===== src/rtl/simon_seq_if.sv =====
// Tick/start/random/button inputs and game-state outputs of the simon_seq sequencer.
// The master side drives the player inputs; the slave side is the sequencer.
interface simon_seq_if #(
    parameter int CW = 2,
    parameter int LW = 6
);
    logic          tick;
    logic          start;
    logic [CW-1:0] rnd;
    logic [CW-1:0] btn_num;
    logic          btn_pressed;
    logic          simon_turn;
    logic [CW-1:0] simon_num;
    logic          simon_pressed;
    logic          game_over;
    logic          win;
    logic [LW-1:0] level;

    modport master (
        output tick, start, rnd, btn_num, btn_pressed,
        input  simon_turn, simon_num, simon_pressed, game_over, win, level
    );
    modport slave (
        input  tick, start, rnd, btn_num, btn_pressed,
        output simon_turn, simon_num, simon_pressed, game_over, win, level
    );
endinterface


===== src/rtl/simon_seq.sv =====
// Simon memory-game sequencer: grows a random channel sequence, plays it back, checks the player.
// Define SIMON_TIMEOUT_EN to end the game when no press arrives within TIMEOUT_TICKS ticks.
module simon_seq #(
    parameter int NUM_CH        = 4,
    parameter int MAX_LEN       = 32,
    parameter int ON_TICKS      = 25,
    parameter int GAP_TICKS     = 10,
    parameter int TIMEOUT_TICKS = 250,
    localparam int CW = (NUM_CH > 1) ? $clog2(NUM_CH) : 1,
    localparam int LW = $clog2(MAX_LEN + 1)
) (
    input  logic      clk,
    input  logic      reset,
    simon_seq_if.slave bus
);
    localparam int AW   = (MAX_LEN > 1) ? $clog2(MAX_LEN) : 1;
    localparam int MD   = 1 << AW;
    localparam int TM1  = (ON_TICKS > GAP_TICKS) ? ON_TICKS : GAP_TICKS;
    localparam int TMAX = (TM1 > TIMEOUT_TICKS) ? TM1 : TIMEOUT_TICKS;
    localparam int TW   = $clog2(TMAX + 1);

    typedef enum logic [2:0] {
        S_IDLE, S_APPEND, S_GAP, S_PLAY_ON, S_WAIT_PRESS, S_WAIT_RELEASE, S_OVER, S_WIN
    } state_t;

    state_t        state_q, state_d;
    logic [LW-1:0] level_q, level_d, idx_q, idx_d, idx_inc;
    logic [TW-1:0] cnt_q, cnt_d;
    logic          btn_prev_q;
    logic          rise, mem_we;
    logic [CW-1:0] rnd_mod, exp_num;
    logic [CW-1:0] mem_q [MD];

    logic          simon_turn_q, simon_turn_d;
    logic [CW-1:0] simon_num_q, simon_num_d;
    logic          simon_pressed_q, simon_pressed_d;
    logic          game_over_q, game_over_d;
    logic          win_q, win_d;

    assign idx_inc = idx_q + LW'(1);
    assign rise    = bus.btn_pressed & ~btn_prev_q;
    assign exp_num = mem_q[idx_q[AW-1:0]];
    assign rnd_mod = CW'(32'(bus.rnd) % NUM_CH);

    always_comb begin
        state_d = state_q;
        level_d = level_q;
        idx_d   = idx_q;
        mem_we  = 1'b0;
        cnt_d   = bus.tick ? cnt_q + TW'(1) : cnt_q;
        case (state_q)
            S_IDLE, S_OVER, S_WIN: begin
                if (bus.start) begin
                    level_d = '0;
                    state_d = S_APPEND;
                end
            end
            S_APPEND: begin
                mem_we  = 1'b1;
                level_d = level_q + LW'(1);
                idx_d   = '0;
                state_d = S_GAP;
            end
            S_GAP: begin
                if (bus.tick && cnt_q == TW'(GAP_TICKS - 1)) state_d = S_PLAY_ON;
            end
            S_PLAY_ON: begin
                if (bus.tick && cnt_q == TW'(ON_TICKS - 1)) begin
                    if (idx_inc < level_q) begin
                        idx_d   = idx_inc;
                        state_d = S_GAP;
                    end else begin
                        idx_d   = '0;
                        state_d = S_WAIT_PRESS;
                    end
                end
            end
            S_WAIT_PRESS: begin
                if (rise) state_d = (bus.btn_num == exp_num) ? S_WAIT_RELEASE : S_OVER;
`ifdef SIMON_TIMEOUT_EN
                else if (bus.tick && cnt_q == TW'(TIMEOUT_TICKS - 1)) state_d = S_OVER;
`endif
            end
            S_WAIT_RELEASE: begin
                if (!bus.btn_pressed) begin
                    if (idx_inc < level_q) begin
                        idx_d   = idx_inc;
                        state_d = S_WAIT_PRESS;
                    end else if (level_q == LW'(MAX_LEN)) begin
                        state_d = S_WIN;
                    end else begin
                        state_d = S_APPEND;
                    end
                end
            end
            default: state_d = S_IDLE;
        endcase
        // A tick on the transition edge belongs to the state being left.
        if (state_d != state_q) cnt_d = '0;

        simon_turn_d    = (state_d == S_APPEND) || (state_d == S_GAP) || (state_d == S_PLAY_ON);
        simon_pressed_d = (state_d == S_PLAY_ON);
        simon_num_d     = (state_d == S_PLAY_ON) ? mem_q[idx_d[AW-1:0]] : simon_num_q;
        game_over_d     = (state_d == S_OVER);
        win_d           = (state_d == S_WIN);
    end

    always_ff @(posedge clk or posedge reset) begin
        if (reset) begin
            state_q         <= S_IDLE;
            level_q         <= '0;
            idx_q           <= '0;
            cnt_q           <= '0;
            btn_prev_q      <= 1'b0;
            simon_turn_q    <= 1'b0;
            simon_num_q     <= '0;
            simon_pressed_q <= 1'b0;
            game_over_q     <= 1'b0;
            win_q           <= 1'b0;
        end else begin
            state_q         <= state_d;
            level_q         <= level_d;
            idx_q           <= idx_d;
            cnt_q           <= cnt_d;
            btn_prev_q      <= bus.btn_pressed;
            simon_turn_q    <= simon_turn_d;
            simon_num_q     <= simon_num_d;
            simon_pressed_q <= simon_pressed_d;
            game_over_q     <= game_over_d;
            win_q           <= win_d;
        end
    end

    // Sequence storage survives reset; a new game overwrites it from index 0.
    always_ff @(posedge clk) begin
        if (mem_we) mem_q[level_q[AW-1:0]] <= rnd_mod;
    end

    assign bus.simon_turn    = simon_turn_q;
    assign bus.simon_num     = simon_num_q;
    assign bus.simon_pressed = simon_pressed_q;
    assign bus.game_over     = game_over_q;
    assign bus.win           = win_q;
    assign bus.level         = level_q;
endmodule


===== src/flat_wrapper.sv =====
// flat-port wrapper written by rule: the top's interface ports become plain ports
module simon_seq_flat 
#(
    parameter int NUM_CH        = 4,
    parameter int MAX_LEN       = 32,
    parameter int ON_TICKS      = 25,
    parameter int GAP_TICKS     = 10,
    parameter int TIMEOUT_TICKS = 250,
    localparam int CW = (NUM_CH > 1) ? $clog2(NUM_CH) : 1,
    localparam int LW = $clog2(MAX_LEN + 1)
)
  (clk, reset, bus_tick, bus_start, bus_rnd, bus_btn_num, bus_btn_pressed, bus_simon_turn, bus_simon_num, bus_simon_pressed, bus_game_over, bus_win, bus_level);
  simon_seq_if #(.CW(2), .LW(6)) bus_i ();
  input  logic clk;
  input  logic reset;
  input wire logic [$bits(bus_i.tick)-1:0] bus_tick;
  input wire logic [$bits(bus_i.start)-1:0] bus_start;
  input wire logic [$bits(bus_i.rnd)-1:0] bus_rnd;
  input wire logic [$bits(bus_i.btn_num)-1:0] bus_btn_num;
  input wire logic [$bits(bus_i.btn_pressed)-1:0] bus_btn_pressed;
  output wire logic [$bits(bus_i.simon_turn)-1:0] bus_simon_turn;
  output wire logic [$bits(bus_i.simon_num)-1:0] bus_simon_num;
  output wire logic [$bits(bus_i.simon_pressed)-1:0] bus_simon_pressed;
  output wire logic [$bits(bus_i.game_over)-1:0] bus_game_over;
  output wire logic [$bits(bus_i.win)-1:0] bus_win;
  output wire logic [$bits(bus_i.level)-1:0] bus_level;
  assign bus_i.tick = bus_tick;
  assign bus_i.start = bus_start;
  assign bus_i.rnd = bus_rnd;
  assign bus_i.btn_num = bus_btn_num;
  assign bus_i.btn_pressed = bus_btn_pressed;
  assign bus_simon_turn = bus_i.simon_turn;
  assign bus_simon_num = bus_i.simon_num;
  assign bus_simon_pressed = bus_i.simon_pressed;
  assign bus_game_over = bus_i.game_over;
  assign bus_win = bus_i.win;
  assign bus_level = bus_i.level;
  simon_seq #(.NUM_CH(NUM_CH), .MAX_LEN(MAX_LEN), .ON_TICKS(ON_TICKS), .GAP_TICKS(GAP_TICKS), .TIMEOUT_TICKS(TIMEOUT_TICKS)) u_core (.clk(clk), .reset(reset), .bus(bus_i));
endmodule

===== config.mk =====
export PLATFORM = sky130hd
export DESIGN_NAME = simon_seq_flat
export DESIGN_NICKNAME = d
export VERILOG_FILES = /design/src/rtl/simon_seq_if.sv /design/src/rtl/simon_seq.sv /design/src/flat_wrapper.sv
export SDC_FILE = /design/constraint.sdc
export NUM_CORES = 1
export LEC_CHECK = 0
export ABC_AREA = 1
export BUFFER_PORTS_ARGS = -buffer_cell sky130_fd_sc_hd__buf_2
export CORE_ASPECT_RATIO = 1.25
export CORE_MARGIN = 1
export CORE_UTILIZATION = 40
export DETAILED_ROUTE_END_ITERATION = 8
export SLEW_MARGIN = 25
export SYNTH_ARGS = -nofsm -noshare
export SYNTH_HDL_FRONTEND = slang
export SYNTH_SLANG_ARGS = --single-unit

===== constraint.sdc =====
create_clock -name clk -period 3.7 [get_ports clk]
set_clock_uncertainty 0.15 [all_clocks]
set_input_delay 0.555 -clock clk [delete_from_list [all_inputs] [get_ports clk]]
set_output_delay 0.555 -clock clk [all_outputs]
set_load 0.005 [all_outputs]

### After elaboration in Yosys (flattened, before gate mapping)

Memory sizes are Yosys's and may differ from the RTL's. A register that Yosys moved wholly into a read port is not among the register bits.
Cells that the tools add are included.

| operators by class | value |
|---|---|
| add/subtract/negate cells | 3 |
| multiply operators | 0 |
| div/mod/pow operators | 0 |
| magnitude comparators | 1 |
| eq/ne operators | 21 |
| shift-type cells | 0 |
| muxes and demuxes | 22 |
| bitwise operators | 2 |
| reduce and logical (&&, ||, !) cells | 11 |

Operators with widths:

| kind | count |
|---|---|
| $mux 6 | 5 |
| $mux 3 | 8 |
| $eq 3x3->1 const B | 6 |
| $pmux 3 s6 | 1 |
| $pmux 6 s3 | 1 |
| $mux 8 | 2 |
| $add 6x1->6 const B | 2 |
| $eq 3x2->1 const B | 4 |
| $pmux 6 s2 | 1 |
| $add 8x1->8 const B | 1 |
| $eq 8x4->1 const B | 1 |
| $eq 8x5->1 const B | 1 |
| $eq 3x1->1 const B | 2 |
| $eq 6x6->1 const B | 1 |
| $lt 6x6->1 | 1 |
| $ne 2x1->1 const B | 2 |
| $ne 2x2->1 const B | 2 |
| $reduce_and 4->1 | 1 |
| $reduce_bool 2->1 | 2 |
| $logic_not 3->1 | 1 |
| $mux 1 | 3 |
| $ne 3x3->1 | 1 |
| $reduce_bool 3->1 | 1 |
| $reduce_or 3->1 | 1 |
| other kinds (7) | 9 |

| word-level totals | value |
|---|---|
| flip-flop bits (word level) | 28 |
| latch bits | 0 |
| memory bits (writable) | 64 |
| bits in read-only memories | 0 |
| input port bits | 9 |
| output and inout bits | 12 |
| word-level logic and storage cells | 71 |
| memories | 1 |

Memory list:

| name | depth | bits a word | rd ports | clocked after Yosys merged registers in | wr ports | line | source |
|---|---|---|---|---|---|---|---|
| u_core.mem_q | 32 | 2 | 2 | 1 | 1 | simon_seq.sv:32 | `logic [CW-1:0] mem_q [MD];` |

### Longest topological paths before layout

| logic depth | value |
|---|---|
| word-level depth | 8 |
| mapped depth | 28 |
| mapped depth without buffers | 25 |

### Worst setup path before layout

No wires, ideal clock.

| path | value |
|---|---|
| path kind | register to register |
| start | register u_core.idx_q[0] |
| end | register u_core.simon_num_q[1], in the netlist u_core.bus.simon_num[1] (read register of u_core.mem_q) |
| setup time | 117 ps |
| arrival time | 3235 ps |
| required time | 3433 ps |
| path slack | 198 ps |
| stages on the path, launching flop included | 26 |
| buffers on the path | 3 |
| period minus slack after synthesis | 3502 ps |
| cell sequence | dfrtp_1 -> buf_4 -> buf_2 -> nand4_1 -> nor2_1 -> xor2_1 -> ha_1 -> nand2_1 -> inv_1 -> a21oi_1 -> nand2_1 -> inv_1 -> ha_1 -> nor3_2 -> nor2_4 -> nand2_2 -> buf_2 -> nand2_1 -> nand2_1 -> nand3_1 -> nand3_1 -> nand3_1 -> nand3_1 -> nand2_1 -> nand2_1 -> nand2_1 |

| on the way | value |
|---|---|
| word-level cells in the longest chain between the ends | 6 |
| elaborated cells on any way between the ends | 17 |
| those cells by class | 1 x add/sub; 1 x order compare; 2 x eq/ne; 12 x mux; 1 x memory |

Ends and longest elaborated chain:

| what | line | source |
|---|---|---|
| from (decl) | simon_seq.sv:27 | `logic [LW-1:0] level_q, level_d, idx_q, idx_d, idx_inc;` |
| from (signal assigned) | simon_seq.sv:123 | `idx_q <= idx_d;` |
| $add 6x1->6 or $mem_v2 32x2 (tied branches) | n/a |  |
| $lt 6x6->1 or $eq 2x2->1 (tied branches) | simon_seq.sv:69, simon_seq.sv:86, simon_seq.sv:79 |  |
| $mux 3 (tied with other cells) | simon_seq.sv:86 | `if (idx_inc < level_q) begin` |
| $mux 3 (on tied branches) | simon_seq.sv:85, simon_seq.sv:79, simon_seq.sv:68 |  |
| $pmux 3 s6 | simon_seq.sv:51 | `case (state_q)` |
| $eq 3x2->1 | simon_seq.sv:103 | `simon_num_d = (state_d == S_PLAY_ON) ? mem_q[idx_d[AW-1:0]] : simon_num_q;` |
| to (decl) | simon_seq.sv:35 | `logic [CW-1:0] simon_num_q, simon_num_d;` |

Parallel ways exist; a longest one is shown, timed or not. The select of a mux whose other input is x is not followed.
A chain may end at the register's enable or synchronous reset.

### Worst setup path in the final report

Same ends and word-level chain as after synthesis.

==> results.sh <==
export IMPL_yosysTopAreaCellShare_pct=33.77
export IMPL_required_ns=3.80
export IMPL_cts_buffer_depth=2
export IMPL_r2r_cells=25
export IMPL_yosysWarningCount=0
export IMPL_fillers=1321
export IMPL_dpl_instance_area_um2=6012
export IMPL_slew_headroom_pct=45.44
export IMPL_place_congestion=0.9206
export IMPL_synth_edf_count=64
export IMPL_worst_slew_pin_slew_ns=0.8174
export IMPL_cts_tree="done"
export IMPL_final_net_count=774
export IMPL_routed_wl_um=15660
export IMPL_yosysUniqueCellTypes=38
export IMPL_start_kind="register"
export IMPL_drtAntennaViolNets=0
export IMPL_path_max_fanout=14
export IMPL_row_count=48
export IMPL_cp_arrival_ns=3.58
export IMPL_critPathKind="register to register"
export IMPL_netlist_instances=724
export IMPL_wl_per_cell_um=16.82
export IMPL_drt_pass1_iterations=5
export IMPL_drive_gt1_share_pct=12.17
export IMPL_dr_first_iter_drc_count=311
export IMPL_crit_cells=25
export IMPL_synth_area_top_cells="edfxtp_1 34%, nand2_1 13%, dfrtp_1 13%"
export IMPL_hpwl_um=10860
export IMPL_synth_area_um2=5690
export IMPL_synthToLayoutAreaGrowth_pct=12.16
export IMPL_ys_flop_type="edfxtp_1"
export IMPL_max_stage_delay_ns=0.43
export IMPL_critPathTopFamily="simple AND/OR/NAND/NOR gates"
export IMPL_crit_start="u_core.idx_q[0]$_DFF_PP0_"
export IMPL_portBuffers=20
export IMPL_crit_path_end_kind="register"
export IMPL_slew_violations=0
export IMPL_synth_seq_area_share_pct=46.97
export IMPL_core_um2=13870
export IMPL_async_flop_share_pct=31.91
export IMPL_cts_buffers=9
export IMPL_die_y_um=135.4
export IMPL_ios=21
export IMPL_synth_top_cell_by_area="edfxtp_1"
export IMPL_post_route_min_period_ns=3.479
export IMPL_crit_slowest_cell="dfrtp_2"
export IMPL_worstSkewPairLatency_ns=0.36
export IMPL_cts_sinks=94
export IMPL_min_path_type="input port to asynchronous set/reset pin"
export IMPL_die_x_um=108.7
export IMPL_maxCapViolCount=0
export IMPL_grt_max_degree=35
export IMPL_fmax_mhz=287.4
export IMPL_vias_per_cell=5.345
export IMPL_vias=4976
export IMPL_clk_pin_slew_ns=0.06
export IMPL_ys_seq_elements=94
export IMPL_hold_buffers=0
export IMPL_crit_reg2reg_launch="u_core.idx_q[0]$_DFF_PP0_"
export IMPL_grt_pass1_vias=4777
export IMPL_synth_most_common_cell="nand2_1"
export IMPL_syn_area_per_cell_um2=7.860
export IMPL_grt_pass1_wl_um=24780
export IMPL_worst_path_buf_inv=5
export IMPL_syn_nets=747
export IMPL_grt_use_total_pct=22.52
export IMPL_power_density_nw_per_um2=787.4
export IMPL_drc_errors=0
export IMPL_root_buffer="clkbuf_16"
export IMPL_holdWs_ns=0.1204
export IMPL_antenna_found_initial=0
export IMPL_status="completed"
export IMPL_ys_top_cells_by_count="203 x nand2_1, 114 x nand3_1, 99 x inv_1"
export IMPL_n_antenna_cell=0
export IMPL_fin_crit_sh_pct=94.03
export IMPL_leakage_nw=2.841
export IMPL_setup_viol_count_final=0
export IMPL_crit_top_cell="nand2_1"
export IMPL_cts_max_level=3
export IMPL_fin_area_um2=6382
export IMPL_start_util_pct=41.02
export IMPL_hold_viol=0
export IMPL_die_area_um2=14710
export IMPL_grt_ovfl_total=0
export IMPL_ir_drop_mv=0.3620
## cell families (layout without fill, tap and decap cells)
family / Yosys count / in the layout / share of synthesized area [%]
xor gates and xnor gates: 10 / 10 / 1.539
DFF: 94 / 94 / 46.97
and+or+nand+nor: 427 / 427 / 33.64
AOI/OAI and AO/OA: 51 / 51 / 5.365
buffers and inverters: 128 / 160 / 9.411
adders and majority gates: 14 / 14 / 3.078
## per-layer routing
layer / vias up / GRT usage (%) / wire (µm)
li1: 2433 / - / -
met1: 2308 / 28.26 / 6522
met2: 190 / 36.92 / 7639
met3: 45 / 3.078 / 825
met4: 0 / 12.91 / 666
met5: - / 0 / 0
## state kept, by name (all words and copies together), names as in the netlist
register	cells
u_core.bus.simon_pressed	1
u_core.idx_q	6
u_core.mem_q	64
u_core.bus.level	6
u_core.bus.game_over	1
u_core.cnt_q	8
u_core.bus.simon_num	2
u_core.bus.simon_turn	1
u_core.state_q	3
u_core.bus.win	1
u_core.btn_prev_q	1
## placed cells by master, fill, tap and decap left out, types with 10 or more instances in the layout
| cell | netlist | routed |
|---|---|---|
| dfrtp_1 | 30 | 27 |
| edfxtp_1 | 64 | 64 |
| nand3_1 | 114 | 112 |
| o21ai_0 | 20 | 20 |
| nand4_1 | 20 | 20 |
| nor2_1 | 61 | 61 |
| clkbuf_16 | 0 | 10 |
| nand2_1 | 203 | 202 |
| buf_4 | 4 | 18 |
| buf_2 | 14 | 20 |
| inv_1 | 99 | 98 |
| ha_1 | 14 | 13 |
## report_power, final
group	switching (mW)	leakage (nW)	internal, mW
clock	0.402	0.126	0.449
sequential	0.134	0.969	1.23
combinational	1.86	1.75	0.951
total	2.39	2.84	2.63
## area by class of cell
class / count / area, µm² / share of cell area [%]
clock buffer: 9 / 225.2 / 3.529
clock inverter: 7 / 41.29 / 0.6469
inverter: 102 / 382.9 / 5.999
multi-input combinational: 502 / 2531 / 39.66
sequential: 94 / 2676 / 41.93
tap: 175 / 219.0 / 3.431
timing repair buffer: 42 / 306.5 / 4.803
## path summary, 6_finish.rpt
kind,endpoint,slack (ns)
worst max-delay path,u_core.bus.simon_num[1]$_DFFE_PP0P_,0.22
max in group asynchronous,u_core.idx_q[0]$_DFF_PP0_,2.96
worst min-delay path,u_core.bus.level[2]$_DFFE_PP0P_,0.12
worst min register to register,u_core.idx_q[5]$_DFFE_PP0P_,0.41
min in group clk,u_core.btn_prev_q$_DFF_PP0_,0.24
worst max register to register,u_core.bus.simon_num[1]$_DFFE_PP0P_,0.22
## worst register-to-register path, cell delays in order, from the launching register on
cell and delay, ns:
dfrtp_2 0.43, buf_6 0.19, nand2_1 0.06, o21ai_0 0.15, nand2_1 0.10, inv_1 0.09
ha_1 0.24, nand2_1 0.06, nand2_1 0.06, a21oi_2 0.17, nand2_2 0.08, inv_2 0.08
ha_1 0.24, nor3_2 0.25, nor2_4 0.09, buf_4 0.20, nand3_1 0.08, nand2_1 0.07
inv_1 0.05, nand2_1 0.05, nand3_1 0.10, nand3_1 0.11, nand3_1 0.10, nand2_1 0.05
nand2_1 0.05, nand2_1 0.05
## per-stage QoR
stage               setup slack, ns  setup TNS (ns)  util (%)  std cells  power [mW]
detailed placement          0.04898               0     43.34        912       3.981
global route               -0.03081        -0.03081     46.00        931       5.397
CTS                         0.02323               0     45.26        928       4.834
floorplan                    0.1982               0         -        724       3.261
global placement             0.1098               0     43.34        912       3.955
finish                       0.2207               0     46.00        931       5.026
## what timing repair did
action                                  4_1_cts  5_1_grt
gates resized for setup                       0       16
hold endpoints to repair                      0        0
endpoints found under the setup margin        0        2
buffers inserted                              0        2
No activity file was read; power rests on OpenSTA's default activity.
